**src/rtl/overlay_pkg.sv**
```systemverilog
// Shared types and helpers for the overlay frame controller: tracking FSM encoding
// and the coordinate clamp used on incoming centre updates.
`default_nettype none

package overlay_pkg;

  localparam int DISP_WIDTH_DEF = 11;

  typedef enum logic [1:0] {
    ST_IDLE  = 2'd0,
    ST_TRACK = 2'd1,
    ST_COAST = 2'd2
  } track_state_e;

  // Operands are widened to 16 bits so any coordinate width up to 16 can share it.
  function automatic logic [15:0] clamp_coord(input logic [15:0] v, input logic [15:0] vmax);
    return (v > vmax) ? vmax : v;
  endfunction

endpackage

`default_nettype wire

```
**src/rtl/pos_shadow_reg.sv**
```systemverilog
// One centre-update channel: valid/ready handshake, clamp to the active area,
// shadow storage and pending flag consumed at the frame commit.
`default_nettype none

module pos_shadow_reg
  import overlay_pkg::*;
#(
  parameter int DISP_WIDTH = DISP_WIDTH_DEF,
  parameter int X_MAX      = 639,
  parameter int Y_MAX      = 479
) (
  input  logic                  clk,
  input  logic                  aresetn,
  input  logic                  valid_i,
  input  logic [DISP_WIDTH-1:0] x_i,
  input  logic [DISP_WIDTH-1:0] y_i,
  input  logic                  commit_i,
  input  logic                  flush_i,
  output logic                  ready_o,
  output logic                  pending_o,
  output logic [DISP_WIDTH-1:0] shadow_x_o,
  output logic [DISP_WIDTH-1:0] shadow_y_o
);

  logic                  pending_q;
  logic [DISP_WIDTH-1:0] shadow_x_q;
  logic [DISP_WIDTH-1:0] shadow_y_q;
  logic                  w_xfer;
  logic [DISP_WIDTH-1:0] w_x_clamped;
  logic [DISP_WIDTH-1:0] w_y_clamped;

  // Refusing transfers in the commit cycle keeps load and consume mutually exclusive.
  assign ready_o     = ~commit_i;
  assign w_xfer      = valid_i & ready_o;
  assign w_x_clamped = DISP_WIDTH'(clamp_coord(16'(x_i), 16'(X_MAX)));
  assign w_y_clamped = DISP_WIDTH'(clamp_coord(16'(y_i), 16'(Y_MAX)));

  always_ff @(posedge clk or negedge aresetn) begin
    if (!aresetn) begin
      pending_q  <= 1'b0;
      shadow_x_q <= '0;
      shadow_y_q <= '0;
    end else if (flush_i) begin
      pending_q  <= 1'b0;
      shadow_x_q <= '0;
      shadow_y_q <= '0;
    end else if (w_xfer) begin
      pending_q  <= 1'b1;
      shadow_x_q <= w_x_clamped;
      shadow_y_q <= w_y_clamped;
    end else if (commit_i) begin
      pending_q  <= 1'b0;
    end
  end

  assign pending_o  = pending_q;
  assign shadow_x_o = shadow_x_q;
  assign shadow_y_o = shadow_y_q;

endmodule

`default_nettype wire

```
**src/rtl/overlay_frame_ctrl.sv**
```systemverilog
// Frame-synchronous overlay controller: pixel coordinate counters, double-buffered
// object/Kalman centres committed at start of frame, and the track/coast/lost FSM.
`default_nettype none

module overlay_frame_ctrl
  import overlay_pkg::*;
#(
  parameter int DISP_WIDTH  = DISP_WIDTH_DEF,
  parameter int H_ACTIVE    = 640,
  parameter int V_ACTIVE    = 480,
  parameter int LOST_FRAMES = 8,
  parameter int MISS_W      = 4
) (
  input  logic                  clk,
  input  logic                  aresetn,
  input  logic                  pix_valid,
  input  logic                  sof,
  input  logic                  eol,
  input  logic                  kal_en_cfg,
  input  logic                  obj_valid,
  input  logic [DISP_WIDTH-1:0] obj_x,
  input  logic [DISP_WIDTH-1:0] obj_y,
  output logic                  obj_ready,
  input  logic                  kal_valid,
  input  logic [DISP_WIDTH-1:0] kal_x,
  input  logic [DISP_WIDTH-1:0] kal_y,
  output logic                  kal_ready,
  output logic [DISP_WIDTH-1:0] x_pos,
  output logic [DISP_WIDTH-1:0] y_pos,
  output logic [DISP_WIDTH-1:0] x_obj,
  output logic [DISP_WIDTH-1:0] y_obj,
  output logic [DISP_WIDTH-1:0] x_kalman,
  output logic [DISP_WIDTH-1:0] y_kalman,
  output logic                  enable,
  output logic                  enable_kalman,
  output logic [1:0]            track_state
);

  localparam logic [DISP_WIDTH-1:0] X_LAST   = DISP_WIDTH'(H_ACTIVE - 1);
  localparam logic [DISP_WIDTH-1:0] Y_LAST   = DISP_WIDTH'(V_ACTIVE - 1);
  localparam logic [MISS_W-1:0]     MISS_SAT = MISS_W'(LOST_FRAMES);
  localparam logic [MISS_W-1:0]     MISS_END = MISS_W'(LOST_FRAMES - 1);

  logic                  commit;
  logic                  obj_pend, kal_pend, lost;
  logic [DISP_WIDTH-1:0] obj_sx, obj_sy, kal_sx, kal_sy;

  logic [DISP_WIDTH-1:0] x_q, y_q, nx_q, ny_q;
  logic                  sof_seen_q;

  track_state_e          state_q, state_d;
  logic [MISS_W-1:0]     miss_q;
  logic                  kal_seen_q, kal_seen_d;
  logic                  enable_q, enable_kal_q, enable_d;
  logic [DISP_WIDTH-1:0] x_obj_q, y_obj_q, x_kal_q, y_kal_q;

  assign commit = pix_valid & sof;

  pos_shadow_reg #(.DISP_WIDTH(DISP_WIDTH), .X_MAX(H_ACTIVE - 1), .Y_MAX(V_ACTIVE - 1)) u_obj (
    .clk(clk), .aresetn(aresetn), .valid_i(obj_valid), .x_i(obj_x), .y_i(obj_y),
    .commit_i(commit), .flush_i(1'b0), .ready_o(obj_ready), .pending_o(obj_pend),
    .shadow_x_o(obj_sx), .shadow_y_o(obj_sy)
  );

  pos_shadow_reg #(.DISP_WIDTH(DISP_WIDTH), .X_MAX(H_ACTIVE - 1), .Y_MAX(V_ACTIVE - 1)) u_kal (
    .clk(clk), .aresetn(aresetn), .valid_i(kal_valid), .x_i(kal_x), .y_i(kal_y),
    .commit_i(commit), .flush_i(lost), .ready_o(kal_ready), .pending_o(kal_pend),
    .shadow_x_o(kal_sx), .shadow_y_o(kal_sy)
  );

  // nx/ny hold the coordinate the next accepted pixel will take, so eol can be
  // applied after its own pixel has been reported.
  always_ff @(posedge clk or negedge aresetn) begin
    if (!aresetn) begin
      x_q        <= '0;
      y_q        <= '0;
      nx_q       <= '0;
      ny_q       <= '0;
      sof_seen_q <= 1'b0;
    end else if (commit) begin
      x_q        <= '0;
      y_q        <= '0;
      sof_seen_q <= 1'b1;
      nx_q       <= eol ? '0 : ((X_LAST == '0) ? '0 : DISP_WIDTH'(1));
      ny_q       <= eol ? ((Y_LAST == '0) ? '0 : DISP_WIDTH'(1)) : '0;
    end else if (pix_valid && sof_seen_q) begin
      x_q <= nx_q;
      y_q <= ny_q;
      if (eol) begin
        nx_q <= '0;
        ny_q <= (ny_q == Y_LAST) ? '0 : ny_q + 1'b1;
      end else begin
        nx_q <= (nx_q == X_LAST) ? '0 : nx_q + 1'b1;
      end
    end
  end

  assign lost = (state_q == ST_COAST) && !obj_pend && (miss_q == MISS_END);

  always_comb begin
    state_d = state_q;
    case (state_q)
      ST_IDLE:  if (obj_pend) state_d = ST_TRACK;
      ST_TRACK: if (!obj_pend) state_d = ST_COAST;
      ST_COAST: begin
        if (obj_pend)  state_d = ST_TRACK;
        else if (lost) state_d = ST_IDLE;
      end
      default:  state_d = ST_IDLE;
    endcase
  end

  assign kal_seen_d = lost ? 1'b0 : (kal_pend ? 1'b1 : kal_seen_q);
  assign enable_d   = (state_d != ST_IDLE);

  always_ff @(posedge clk or negedge aresetn) begin
    if (!aresetn) begin
      state_q      <= ST_IDLE;
      miss_q       <= '0;
      kal_seen_q   <= 1'b0;
      enable_q     <= 1'b0;
      enable_kal_q <= 1'b0;
      x_obj_q      <= '0;
      y_obj_q      <= '0;
      x_kal_q      <= '0;
      y_kal_q      <= '0;
    end else if (commit) begin
      state_q      <= state_d;
      kal_seen_q   <= kal_seen_d;
      enable_q     <= enable_d;
      enable_kal_q <= enable_d & kal_seen_d & kal_en_cfg;
      if (obj_pend) begin
        x_obj_q <= obj_sx;
        y_obj_q <= obj_sy;
        miss_q  <= '0;
      end else if (miss_q != MISS_SAT) begin
        miss_q  <= miss_q + 1'b1;
      end
      if (kal_pend && !lost) begin
        x_kal_q <= kal_sx;
        y_kal_q <= kal_sy;
      end
    end
  end

  assign x_pos         = x_q;
  assign y_pos         = y_q;
  assign x_obj         = x_obj_q;
  assign y_obj         = y_obj_q;
  assign x_kalman      = x_kal_q;
  assign y_kalman      = y_kal_q;
  assign enable        = enable_q;
  assign enable_kalman = enable_kal_q;
  assign track_state   = state_q;

endmodule

`default_nettype wire
```
**config.mk**
```make
export PLATFORM = sky130hd
export DESIGN_NAME = overlay_frame_ctrl
export DESIGN_NICKNAME = d
export VERILOG_FILES = /design/src/rtl/overlay_pkg.sv /design/src/rtl/pos_shadow_reg.sv /design/src/rtl/overlay_frame_ctrl.sv
export SDC_FILE = /design/constraint.sdc
export NUM_CORES = 1
export LEC_CHECK = 0
export BUFFER_PORTS_ARGS = -buffer_cell sky130_fd_sc_hd__buf_4
export CAP_MARGIN = 20
export CORE_ASPECT_RATIO = 0.8
export CORE_UTILIZATION = 30
export DETAILED_ROUTE_END_ITERATION = 12
export GPL_ROUTABILITY_DRIVEN = 0
export PLACE_DENSITY = 0.62
export SLEW_MARGIN = 15
export SYNTH_ARGS = -nofsm -noshare
export SYNTH_HDL_FRONTEND = slang
export SYNTH_HIERARCHICAL = 1
export SYNTH_SLANG_ARGS = --single-unit
export TNS_END_PERCENT = 10
```
**constraint.sdc**
```tcl
create_clock -name clk -period 1.9 [get_ports clk]
set_clock_uncertainty 0.1 [all_clocks]
set_input_delay 0.38 -clock clk [delete_from_list [all_inputs] [get_ports clk]]
set_output_delay 0.38 -clock clk [all_outputs]
set_load 0.01 [all_outputs]
```
### Word-level counts from Yosys, hierarchy flattened

Index checks and enable logic that the tools add are counted.

| operators by class | value |
|---|---|
| $add $sub $neg | 3 |
| bitwise logic cells | 6 |
| equal/unequal tests | 6 |
| reductions and logical operators | 18 |
| magnitude comparators | 4 |
| muxes and demuxes | 35 |

Operators by type and width:

| cell | number |
|---|---|
| $mux 11 | 20 |
| $add 11x1->11 const B | 2 |
| $gt 11x10->1 const B | 2 |
| $gt 11x9->1 const B | 2 |
| $reduce_bool 2->1 | 6 |
| $eq 11x10->1 const B | 1 |
| $eq 11x9->1 const B | 1 |
| $mux 1 | 8 |
| $mux 2 | 4 |
| $mux 4 | 2 |
| $reduce_and 2->1 | 4 |
| $pmux 2 s3 | 1 |
| $and 1x1->1 | 5 |
| $add 4x1->4 const B | 1 |
| $eq 4x3->1 const B | 1 |
| $logic_and 1x1->1 | 4 |
| $ne 4x4->1 const B | 1 |
| $reduce_bool 3->1 | 1 |
| $eq 2x1->1 const B | 1 |
| $eq 2x2->1 const B | 1 |
| $logic_not 1->1 | 2 |
| $logic_not 2->1 | 1 |
| $not 1->1 | 1 |

| storage, ports and cells | value |
|---|---|
| output and inout port bits | 72 |
| register bits | 144 |
| bits of input ports | 52 |
| word-level logic and storage cells | 92 |

### Depth between registers and ports, before layout

Gate-level depths: netlist of the first run.

| depth | value |
|---|---|
| word-level depth | 9 |
| depth in mapped cells | 8 |

### Cells and area by module

Netlist of the first run, hierarchy kept.

By module, submodules not included:

| module | area an instance (µm²) | cells each | instances |
|---|---|---|---|
| overlay_frame_ctrl | 4,122.7 | 330 | 1 |
| pos_shadow_reg | 957.2 | 77 | 2 |

### Worst setup path after synthesis of the first run

OpenSTA, ideal clock, no wires.

| timing path | value |
|---|---|
| path type | flip-flop to flip-flop |
| start | reg miss_q[0] |
| end | reg x_kal_q[0] (netlist: x_kalman[0]) |
| setup slack | -27 ps |
| cell stages (with the launch flop) | 7 |
| data arrival time | 1,703 ps |
| period minus slack after synthesis | 1,927 ps |
| buffers on the path | 1 |
| path through | dfrtp_1 > ha_1 > and3b_1 > and3_1 > nor2_2 > buf_4 > mux2_2 |

| on the way | value |
|---|---|
| word-level cells in the longest chain between the ends | 5 |

Ends and longest elaborated chain:

| what | RTL line | RTL |
|---|---|---|
| start, declared | overlay_frame_ctrl.sv:52 | `logic [MISS_W-1:0] miss_q;` |
| start signal, assigned | overlay_frame_ctrl.sv:137 | `miss_q <= miss_q + 1'b1;` |
| $eq 4x3->1 | overlay_frame_ctrl.sv:98 | `assign lost = (state_q == ST_COAST) && !obj_pend && (miss_q == MISS_END);` |
| $logic_and 1x1->1 | overlay_frame_ctrl.sv:98 |  |
| via lost | overlay_frame_ctrl.sv:45 | `logic obj_pend, kal_pend, lost;` |
| $logic_not 1->1 | overlay_frame_ctrl.sv:139 | `if (kal_pend && !lost) begin` |
| $logic_and 1x1->1 | overlay_frame_ctrl.sv:139 |  |
| $reduce_and 2->1 (no line) | - |  |
| end signal, assigned | overlay_frame_ctrl.sv:140 | `x_kal_q <= kal_sx;` |
| end, declared | overlay_frame_ctrl.sv:55 | `logic [DISP_WIDTH-1:0] x_obj_q, y_obj_q, x_kal_q, y_kal_q;` |

The timed path passes the listed nets, and every way through them passes these cells.
A chain may end at the register's enable or synchronous reset.

### Worst setup path in the final report of the first run

| timing path | value |
|---|---|
| start | reg miss_q[1] |
| end | reg x_kal_q[3] (netlist: x_kalman[3]) |

The elaborated chain is that of the path after synthesis.

==> impl_metrics.toml, run 1 <==
[global_route]
grt.total_usage = 0.1449
grt_first_pass_wirelength_microns = 23610
grt_max_degree = 46
grt_antenna_before_repair = 0
grt-ovfl-total = 0
grt_pass1_vias = 4624

[timing]
hold_ws_ps = 118.8
fmax_mhz = 536.2
grt_setup_unrepaired = "true"
min_period_ps = 1865
fin_crit_sh = 0.9816
slew_viol_final = 0
finalSetupViolCount = 0
finalHoldViolCount = 0
tightest_slew_ps = 712.1
relSlewSlack = 0.5235

[route]
drcViolationCount = 0
dr.pass1.iters = 4
drt_iter0_drc = 190
wl_microns = 14670
vias_per_cell = 4.950
vias = 4529
wl_per_cell_microns = 16.03
antenna_left = 0

[clock_network]
cts_buffers = 17
clkSinkCount = 144
htreeDepth = 4
cts_root_buffer = "clkbuf_16"
cts_tree = "yes"
clock_path_buffers = 2
clkTransAtPathRegs_ps = 60
clk_latency_ps = 410

[logic_synthesis]
synth_compound_area_frac = 0.1440
synth_top_family_by_area = "compound AO/OA/AOI/OAI gates"
synth_cells = 484
syn_area_sq_um = 6037
avgSynthCellArea_sq_um = 12.47
synthArstFlopShare = 1.000
postSynth.topFlopCell = "dfrtp_1"
yosys.area_share.simple = 0.1206
synth_top_area_cell = "dfrtp_1"
synth_edf_count = 0
synth.area.mux_share = 0.08394
ys_types = 46
synth_xor_area_frac = 0.01741
synth_top_area_frac = 0.5969
synth_adder_area_share = 0.008290
synth_seq_area_share = 0.5969
ys.warnings.count = 6
synthTopCellsByArea = "dfrtp_1 (60%), mux2_2 (8.4%), o2bb2ai_1 (3.6%), a22o_1 (3.5%), nor3_1 (2.2%)"
synth-seq-cells = 144

[floorplan]
initial_core_util = 0.3058
core_sq_um = 19740
die-area_sq_um = 20700
core.rowCount = 46
die_y_microns = 128.9
ioPinCount = 124
die_x_microns = 160.6

[finish]
nets = 694
final_cell_mix = "buf_4 (149), dfrtp_1 (144), mux2_2 (38), nor3_1 (27), o2bb2ai_1 (25)"
area_growth_pct = 34.96
final_common_cell = "buf_4"
fin_util = 0.4127
final_cells = 915
drive_gt1_frac = 0.3948
n_antenna_cell = 0

[power_and_ir_drop]
p_leak_nw = 3.782
power.density_nw_per_um2 = 1037
power_mw = 8.452
ir_worst_vdd_uv = 523.7

[placed_design]
dp_hpwl_microns = 10520
io_buffers = 123
placed_cells = 877

[critical_path]
cp_data_arrival_time_ps = 2060
worstSetupStartpointType = "register"
critPathKind = "register to register"
cp.required_ps = 2100
end_kind = "register"
path_max_fanout = 5

[flow_run]
drv_cap = 0

[run_status]
status = "finished clean"

[min_path]
hold_path.class = "input port to register"
-- metrics by stage --
| stage | area (sq um) | setup TNS, ps | worst slack, ps |
|---|---|---|---|
| 4_1_cts | 8102 | 0 | 3.921 |
| 3_5_place_dp | 7438 | -1232 | -120.0 |
| 2_1_floorplan | 6053 | 0 | 35.60 |
| 6_report | 8148 | 0 | 34.93 |
| 3_3_place_gp | 7438 | 0 | 30.57 |
| 5_1_grt | 8148 | -279.4 | -43.59 |
-- registers in the layout, summed over array words and instances, names as in the netlist, 2 cells and up --
name	flops
ny_q	11
nx_q	11
miss_q	4
y_obj	11
u_kal/shadow_x_o	11
x_kalman	11
u_obj/shadow_x_o	11
y_pos	11
u_kal/shadow_y_o	11
track_state	2
x_obj	11
y_kalman	11
u_obj/shadow_y_o	11
x_pos	11
-- path summary, 6_finish.rpt --
path | slack, ps | cells past startpoint | end | from
setup / recovery | 30 | 7 | x_kalman[3] | miss_q[1]
hold / removal | 120 | 2 | u_obj/shadow_x_o[7] | obj_x[7]
setup reg to reg | 30 | 7 | x_kalman[3] | miss_q[1]
hold reg to reg | 390 | 1 | u_kal/shadow_y_o[8] | u_kal/shadow_y_o[8]
max in group asynchronous | 790 | 3 | x_pos[0] | aresetn
min in group asynchronous | 320 | 2 | y_kalman[8] | aresetn
-- cell usage after synthesis, drive strengths merged (10+ instances only) --
| cell | count |
|---|---|
| nand3b | 11 |
| a22o | 33 |
| nand2 | 25 |
| nand3 | 13 |
| mux2 | 45 |
| buf | 19 |
| nor3 | 27 |
| nand4 | 10 |
| o21ai | 14 |
| and2 | 10 |
| o2bb2ai | 25 |
| nor2 | 25 |
| a21oi | 12 |
| dfrtp | 144 |
-- where the power goes --
| part | switching, mW | leakage, nW | internal, mW |
|---|---|---|---|
| clock | 1.39 | 0.296 | 1.98 |
| sequential | 0.273 | 1.87 | 3.42 |
| combinational | 0.629 | 1.62 | 0.763 |
| total | 2.29 | 3.78 | 6.16 |
-- layer usage --
layer / track usage / wire, microns
met1: 0.1879 / 6695
met2: 0.2302 / 7024
met3: 0.04062 / 733
met4: 0.05658 / 215
met5: 0 / 0
-- final cells by class --
type                       count  area, sq um
timing repair buffer         158         1267
multi-input combinational    308         2312
clock buffer                  17        425.4
fill                        1846        11590
sequential                   144         3603
tap                          264        330.3
inverter                       9        33.78
clock inverter                15        175.2
-- timing repair --
item | 4_1_cts | 5_1_grt
endpoints found under the hold margin | 30 | 0
pin swaps | 1 | 4
setup endpoints to repair | 34 | 34
gates resized for setup | 5 | 9
cloned | 1 | 1
hold buffers | 1 | 0
buffers inserted | 2 | 2
-- kinds of logic (layout without fill, tap and decap cells) --
logic type,count (synthesis),after routing
compound gates,108,108
xor+xnor,12,12
fa+ha+maj,4,4
buf+inv,33,199
flops,144,144
mux,45,45
other cells,1,2
simple gates,137,137
-- critical path, stage by stage, from the launching register on --
cell       delay (ps)
dfrtp_1           380
ha_2              200
and3b_1           190
and3_4            190
nor2_4            100
buf_6             130
clkbuf_16         140
mux2_2            320
Power figures use the tool's default switching activity.
==> run 2: changes to the inputs <==
ABC_AREA = 1   (was unset)
PLACE_DENSITY = 0.61   (was 0.62)
==> run 2 against run 1 <==
Against the previous run: wire length up 1.8%; setup slack better by 150 ps; design area up 4.7%; clock-buffer cell count up 2; power up 4.0%; first-iteration DRC count up 120%; sequential power up 1%; register-to-register slack better by 150 ps; fmax up 8.9%; synthesized area up 9.0%; critical path type unchanged; largest cell class unchanged; highest routed layer unchanged.
==> impl_metrics.toml, run 2 <==
[run_status]
status = "finished clean"

[finish]
final_cell_mix = "nand2_1 (218), dfrtp_1 (144), buf_4 (129), inv_1 (104), nand3_1 (65)"
final_cell_area_sq_um = 8527
multi_input_area_sq_um = 2424
final_common_cell = "nand2_1"
nets = 940
drive_gt1_frac = 0.2497
final_cells = 1172
area_growth_pct = 29.56
fillers = 2179
seq_area_sq_um = 3603
n_antenna_cell = 0

[floorplan]
initial_core_util = 0.3052
core.rowCount = 48
die-area_sq_um = 22540
core_sq_um = 21560
die_y_microns = 134.5
ioPinCount = 124
die_x_microns = 167.6

[critical_path]
worstSetupStartpointType = "register"
path_max_fanout = 17
cp.required_ps = 2140
critPathKind = "register to register"
end_kind = "register"
cp_data_arrival_time_ps = 1950

[logic_synthesis]
ys_top_cells_by_count = "nand2_1 (218), dfrtp_1 (144), inv_1 (104)"
ys_types = 33
postSynth.topFlopCell = "dfrtp_1"
syn_area_sq_um = 6581
synth_seq_area_share = 0.5475
synth-seq-cells = 144
synthTopCellsByArea = "dfrtp_1 (55%), nand2_1 (12%), inv_1 (5.9%), nand3_1 (4.9%), mux2_4 (4.3%)"
synth_cells = 743
synth_edf_count = 0
ys.warnings.count = 6
synth_top_area_frac = 0.5475
synth_top_area_cell = "dfrtp_1"
avgSynthCellArea_sq_um = 8.858
yosysMostFrequentCell = "nand2_1"
synthArstFlopShare = 1.000

[placed_design]
placed_cells = 1139
dp_hpwl_microns = 10930
postPlaceCellArea_sq_um = 7878
io_buffers = 123

[clock_network]
clkSinkCount = 144
cts_resized = 0
htreeDepth = 4
clk_latency_ps = 420
cts_root_buffer = "clkbuf_16"
cts_buffers = 17
clock_path_buffers = 2
clkTransAtPathRegs_ps = 60
cts_tree = "yes"

[route]
wl_microns = 14930
wl_per_cell_microns = 12.74
drcViolationCount = 0
drt_iter0_drc = 413
antenna_left = 0
dr.pass1.iters = 5
vias = 5134
vias_per_cell = 4.381

[global_route]
met3_usage = 0.04865
grt_use_met1 = 0.1994
grt_antenna_before_repair = 0
gr-max-usage-layer = "met2"
grt_pass1_vias = 5058
grt_first_pass_wirelength_microns = 25370
grt_max_degree = 41
grt.total_usage = 0.1413
grt-ovfl-total = 0
met2_usage = 0.2067

[timing]
relSlewSlack = 0.6037
fin_crit_sh = 0.9011
min_period_ps = 1712
grt_setup_unrepaired = "true"
timing.setup.tns_ps = 0
finalSetupViolCount = 0
finalHoldViolCount = 0
tightest_slew_ps = 592.3
slew_viol_final = 0
fmax_mhz = 584.1

[flow_run]
drv_cap = 0

[min_path]
hold_path.class = "input port to register"

[power_and_ir_drop]
power.density_nw_per_um2 = 1031
power_mw = 8.788
ir_worst_vdd_uv = 605.3
p_leak_nw = 4.526
## run 2: cell count changes in the layout (fill, tap and decap cells not counted), sizes merged, moves of 11 or more
cell     delta
nor3       -21
inv       +101
nand3      +55
buf        -21
a22o       -33
nand3b     -11
o21ai      +45
nor2       +33
nand2     +210
o2bb2ai    -25
mux2       -23
## run 2: routing by layer
metal  share of wire  vias to the layer above
met5               0                        -
met3           0.067                       11
met1            0.50                     2396
met4          0.0072                        0
met2            0.42                      134
li1                -                     2593
## run 2: kinds of logic (layout without fill, tap and decap cells)
family                   after synthesis  after routing  share of synthesized area
other                                  1              3                  0.0005698
multiplexers                          22             22                    0.04848
buffers and inverters                127            279                    0.08536
AND/OR/NAND/NOR                      370            370                     0.2456
AO/OA/AOI/OAI                         68             68                    0.05551
flip-flops                           144            144                     0.5475
XOR/XNOR                               7              7                   0.009316
adder cells (fa/ha/maj)                4              4                   0.007605
## run 2: timing repair
action	4_1_cts	5_1_grt
endpoints found under the setup margin	0	1
endpoints found under the hold margin	30	0
hold buffers	1	0
buffers inserted	0	0
## run 2: worst max-delay path, stage by stage (launching register included)
cell and delay (ps):
dfrtp_1 390, ha_1 220, nand2_1 90, nor2_1 60, nand3_2 100, inv_1 100, nor2_4 340, nand2_1 90
o21ai_0 150
## run 2: cell type report
type / count / area share
inverters: 111 / 0.05004
well taps: 275 / 0.04035
multi-input cells: 474 / 0.2842
clock buffers: 19 / 0.05194
repair buffers: 136 / 0.1278
flip-flops and latches: 144 / 0.4226
clock inverters: 13 / 0.02304
## run 2: power breakdown
part / internal (mW) / total [mW] / switching (mW) / leakage (nW)
Sequential: 3.45 / 3.73 / 0.280 / 1.88
Clock: 2.26 / 3.63 / 1.37 / 0.306
Combinational: 0.689 / 1.43 / 0.738 / 2.34
## run 2: metrics by stage
step,hold slack [ps],setup slack [ps],util
floorplan,-15.59,278.1,-
global placement,209.7,191.7,0.3654
detailed placement,208.2,185.8,0.3654
CTS,67.01,173.2,0.3955
global route,94.05,-0.4845,0.3955
finish,88.68,187.9,0.3955
## run 2: path summary, 6_finish.rpt
path	end	start	cells after the start	slack (ps)
worst max-delay path	u_kal/shadow_x_o[8]	miss_q[0]	8	190
worst min-delay path	u_kal/shadow_y_o[8]	kal_y[8]	3	90
worst max register to register	u_kal/shadow_x_o[8]	miss_q[0]	8	190
worst min register to register	x_pos[5]	x_pos[5]	2	370
max in group asynchronous	nx_q[2]	aresetn	3	790
min in group asynchronous	u_obj/shadow_x_o[2]	aresetn	2	310
==> run 3: changes to the inputs <==
CTS_BUF_LIST = sky130_fd_sc_hd__clkbuf_2 sky130_fd_sc_hd__clkbuf_4 sky130_fd_sc_hd__clkbuf_8   (was unset)
==> run 3 against run 2 <==
Against the previous run: flip-flop and latch count unchanged; critical path type unchanged; fmax increased by 0.16%; die area stayed put; highest routed layer unchanged; sequential power barely moved; sequential share of layout area rose by 0.95 points; first-iteration DRC count is 1.9% higher; wire length about the same; non-clock buffer count is the same; via count up 0.41%.
==> impl_metrics.toml, run 3 (synthesized netlist as in run 2, its figures left out) <==
[critical_path]
worst-path-buf-inv = 1
worstSetupStartpointType = "register"
r2r-end = "u_kal/shadow_x_o[8]"
cp.required_ps = 2170
path_max_fanout = 17
cp_common_cell = "nand2_1"
cp_data_arrival_time_ps = 1980
end_kind = "register"
reg2reg_depth = 8
cp_top_family = "simple AND/OR/NAND/NOR gates"
r2r-start = "miss_q[0]"
r2r_slack_ps = 190
max_stage_delay_ps = 400
critPathKind = "register to register"
crit_chain = "ha_1 -> nand2_1 -> nor2_1 -> nand3_2 -> inv_1 -> nor2_4 -> nand2_1 -> o21ai_0"
cpMaxStageDelayCell = "dfrtp_1"

[timing]
timing.setup.tns_ps = 0
fmax_mhz = 585.0
fin_crit_sh = 0.8997
relSlewSlack = 0.5832
slew_viol_final = 0
grt_setup_unrepaired = "false"
finalSetupViolCount = 0
tightest_slew_ps = 622.8
finalHoldViolCount = 0
min_period_ps = 1709

[finish]
seq_area_sq_um = 3603
final_common_cell = "nand2_1"
multi_input_area_sq_um = 2424
drive_gt1_frac = 0.2508
final_cell_area_sq_um = 8339
n_antenna_cell = 0
fillers = 2189
final_cell_mix = "nand2_1 (218), dfrtp_1 (144), buf_4 (129), inv_1 (104), nand3_1 (65)"
nets = 940
area_growth_pct = 26.71

[power_and_ir_drop]
swShare = 0.2879
comb_power_share = 0.180
p_seq_frac = 0.470
power.density_nw_per_um2 = 949.8
clkPwrFrac = 0.350
p_leak_nw = 4.442
ir_worst_vdd_uv = 366.1
intPower_mw = 5.641
p_switching_mw = 2.280

[clock_network]
clk_latency_ps = 450
htreeDepth = 4
cts_resized = 0
cts_buffers = 17
clkSinkCount = 144
clkTransAtPathRegs_ps = 80
clock_path_buffers = 2
cts_tree = "yes"
cts_root_buffer = "clkbuf_8"

[floorplan]
core_sq_um = 21560
die_x_microns = 167.6
ioPinCount = 124
initial_core_util = 0.3052
die_y_microns = 134.5
core.rowCount = 48
die-area_sq_um = 22540

[min_path]
hold_depth = 3
min_delay_worst_endpoint = "u_kal/shadow_y_o[8]"
hp-start = "kal_y[8]"
hold_path.class = "input port to register"

[route]
wl_per_cell_microns = 12.74
vias_per_cell = 4.398
vias = 5155
antenna_left = 0
drcViolationCount = 0
dr.pass1.iters = 5
wl_microns = 14940
drt_iter0_drc = 421

[placed_design]
dp_hpwl_microns = 10930
postPlaceCellArea_sq_um = 7878
io_buffers = 123

[global_route]
grt_max_degree = 41
grt_first_pass_wirelength_microns = 25170
grt_antenna_before_repair = 0
grt-ovfl-total = 0
grt_pass1_vias = 5049
grt.total_usage = 0.1403

[run_status]
status = "finished clean"

[flow_run]
drv_cap = 0
[run 3: cell counts in the layout (fill, tap and decap cells not counted)]
No cell type changed its count.
[run 3: power by group through the flow]
stage | logic, mW | registers [mW] | clock network (mW)
5_1_grt | 1.60 | 3.78 | 2.99
3_5_place_dp | 1.45 | 3.78 | 0
2_1_floorplan | 0.683 | 3.81 | 0
6_report | 1.43 | 3.72 | 2.77
4_1_cts | 1.45 | 3.72 | 2.86
3_3_place_gp | 1.43 | 3.77 | 0
[run 3: what timing repair did]
action                    in CTS  in global routing
hold buffers                   1                  0
buffers inserted               0                  0
hold endpoints to repair      30                  0
[run 3: worst max-delay path by stage]
| stage | from | slack [ps] | end | cells after the start |
|---|---|---|---|---|
| 2_1_floorplan | miss_q[0] | 280 | u_kal/shadow_y_o[8] | 11 |
| 3_3_place_gp | miss_q[0] | 190 | u_kal/shadow_x_o[7] | 8 |
| 3_5_place_dp | miss_q[0] | 190 | u_kal/shadow_x_o[8] | 8 |
| 4_1_cts | miss_q[0] | 170 | u_kal/shadow_x_o[8] | 8 |
| 5_1_grt | miss_q[0] | 3 | u_kal/shadow_x_o[7] | 10 |
| 6_report | miss_q[0] | 190 | u_kal/shadow_x_o[8] | 8 |
[run 3: metal layers]
metal	part of all wire	global-route usage	wire length, microns
met1	0.50	0.1977	7464
met4	0.010	0.04740	155
met3	0.065	0.04074	969
met2	0.43	0.2056	6348
met5	0	0	0
[run 3: area by class of cell]
| type | count | share of cell area |
|---|---|---|
| sequential | 144 | 0.4321 |
| tap | 275 | 0.04126 |
| clock buffer | 19 | 0.03061 |
| timing repair buffer | 136 | 0.1307 |
| multi-input combinational | 474 | 0.2906 |
| clock inverter | 13 | 0.02356 |
| inverter | 111 | 0.05116 |
[run 3: worst register-to-register path, stage by stage (launching register included)]
cell,delay [ps]
dfrtp_1,400
ha_1,220
nand2_1,90
nor2_1,60
nand3_2,100
inv_1,100
nor2_4,340
nand2_1,90
o21ai_0,150
[run 3: stage by stage]
| stage | setup slack (ps) | hold slack, ps | total power [mW] | util | cells |
|---|---|---|---|---|---|
| final | 190.5 | 57.47 | 7.921 | 0.3868 | 1172 |
| after detailed placement | 185.8 | 208.2 | 5.221 | 0.3654 | 1139 |
| after floorplan | 278.1 | -15.59 | 4.495 | - | 745 |
| after CTS | 169.6 | 19.83 | 8.031 | 0.3868 | 1172 |
| after global routing | 2.796 | 50.15 | 8.370 | 0.3868 | 1172 |
| after global placement | 191.7 | 209.7 | 5.200 | 0.3654 | 1139 |
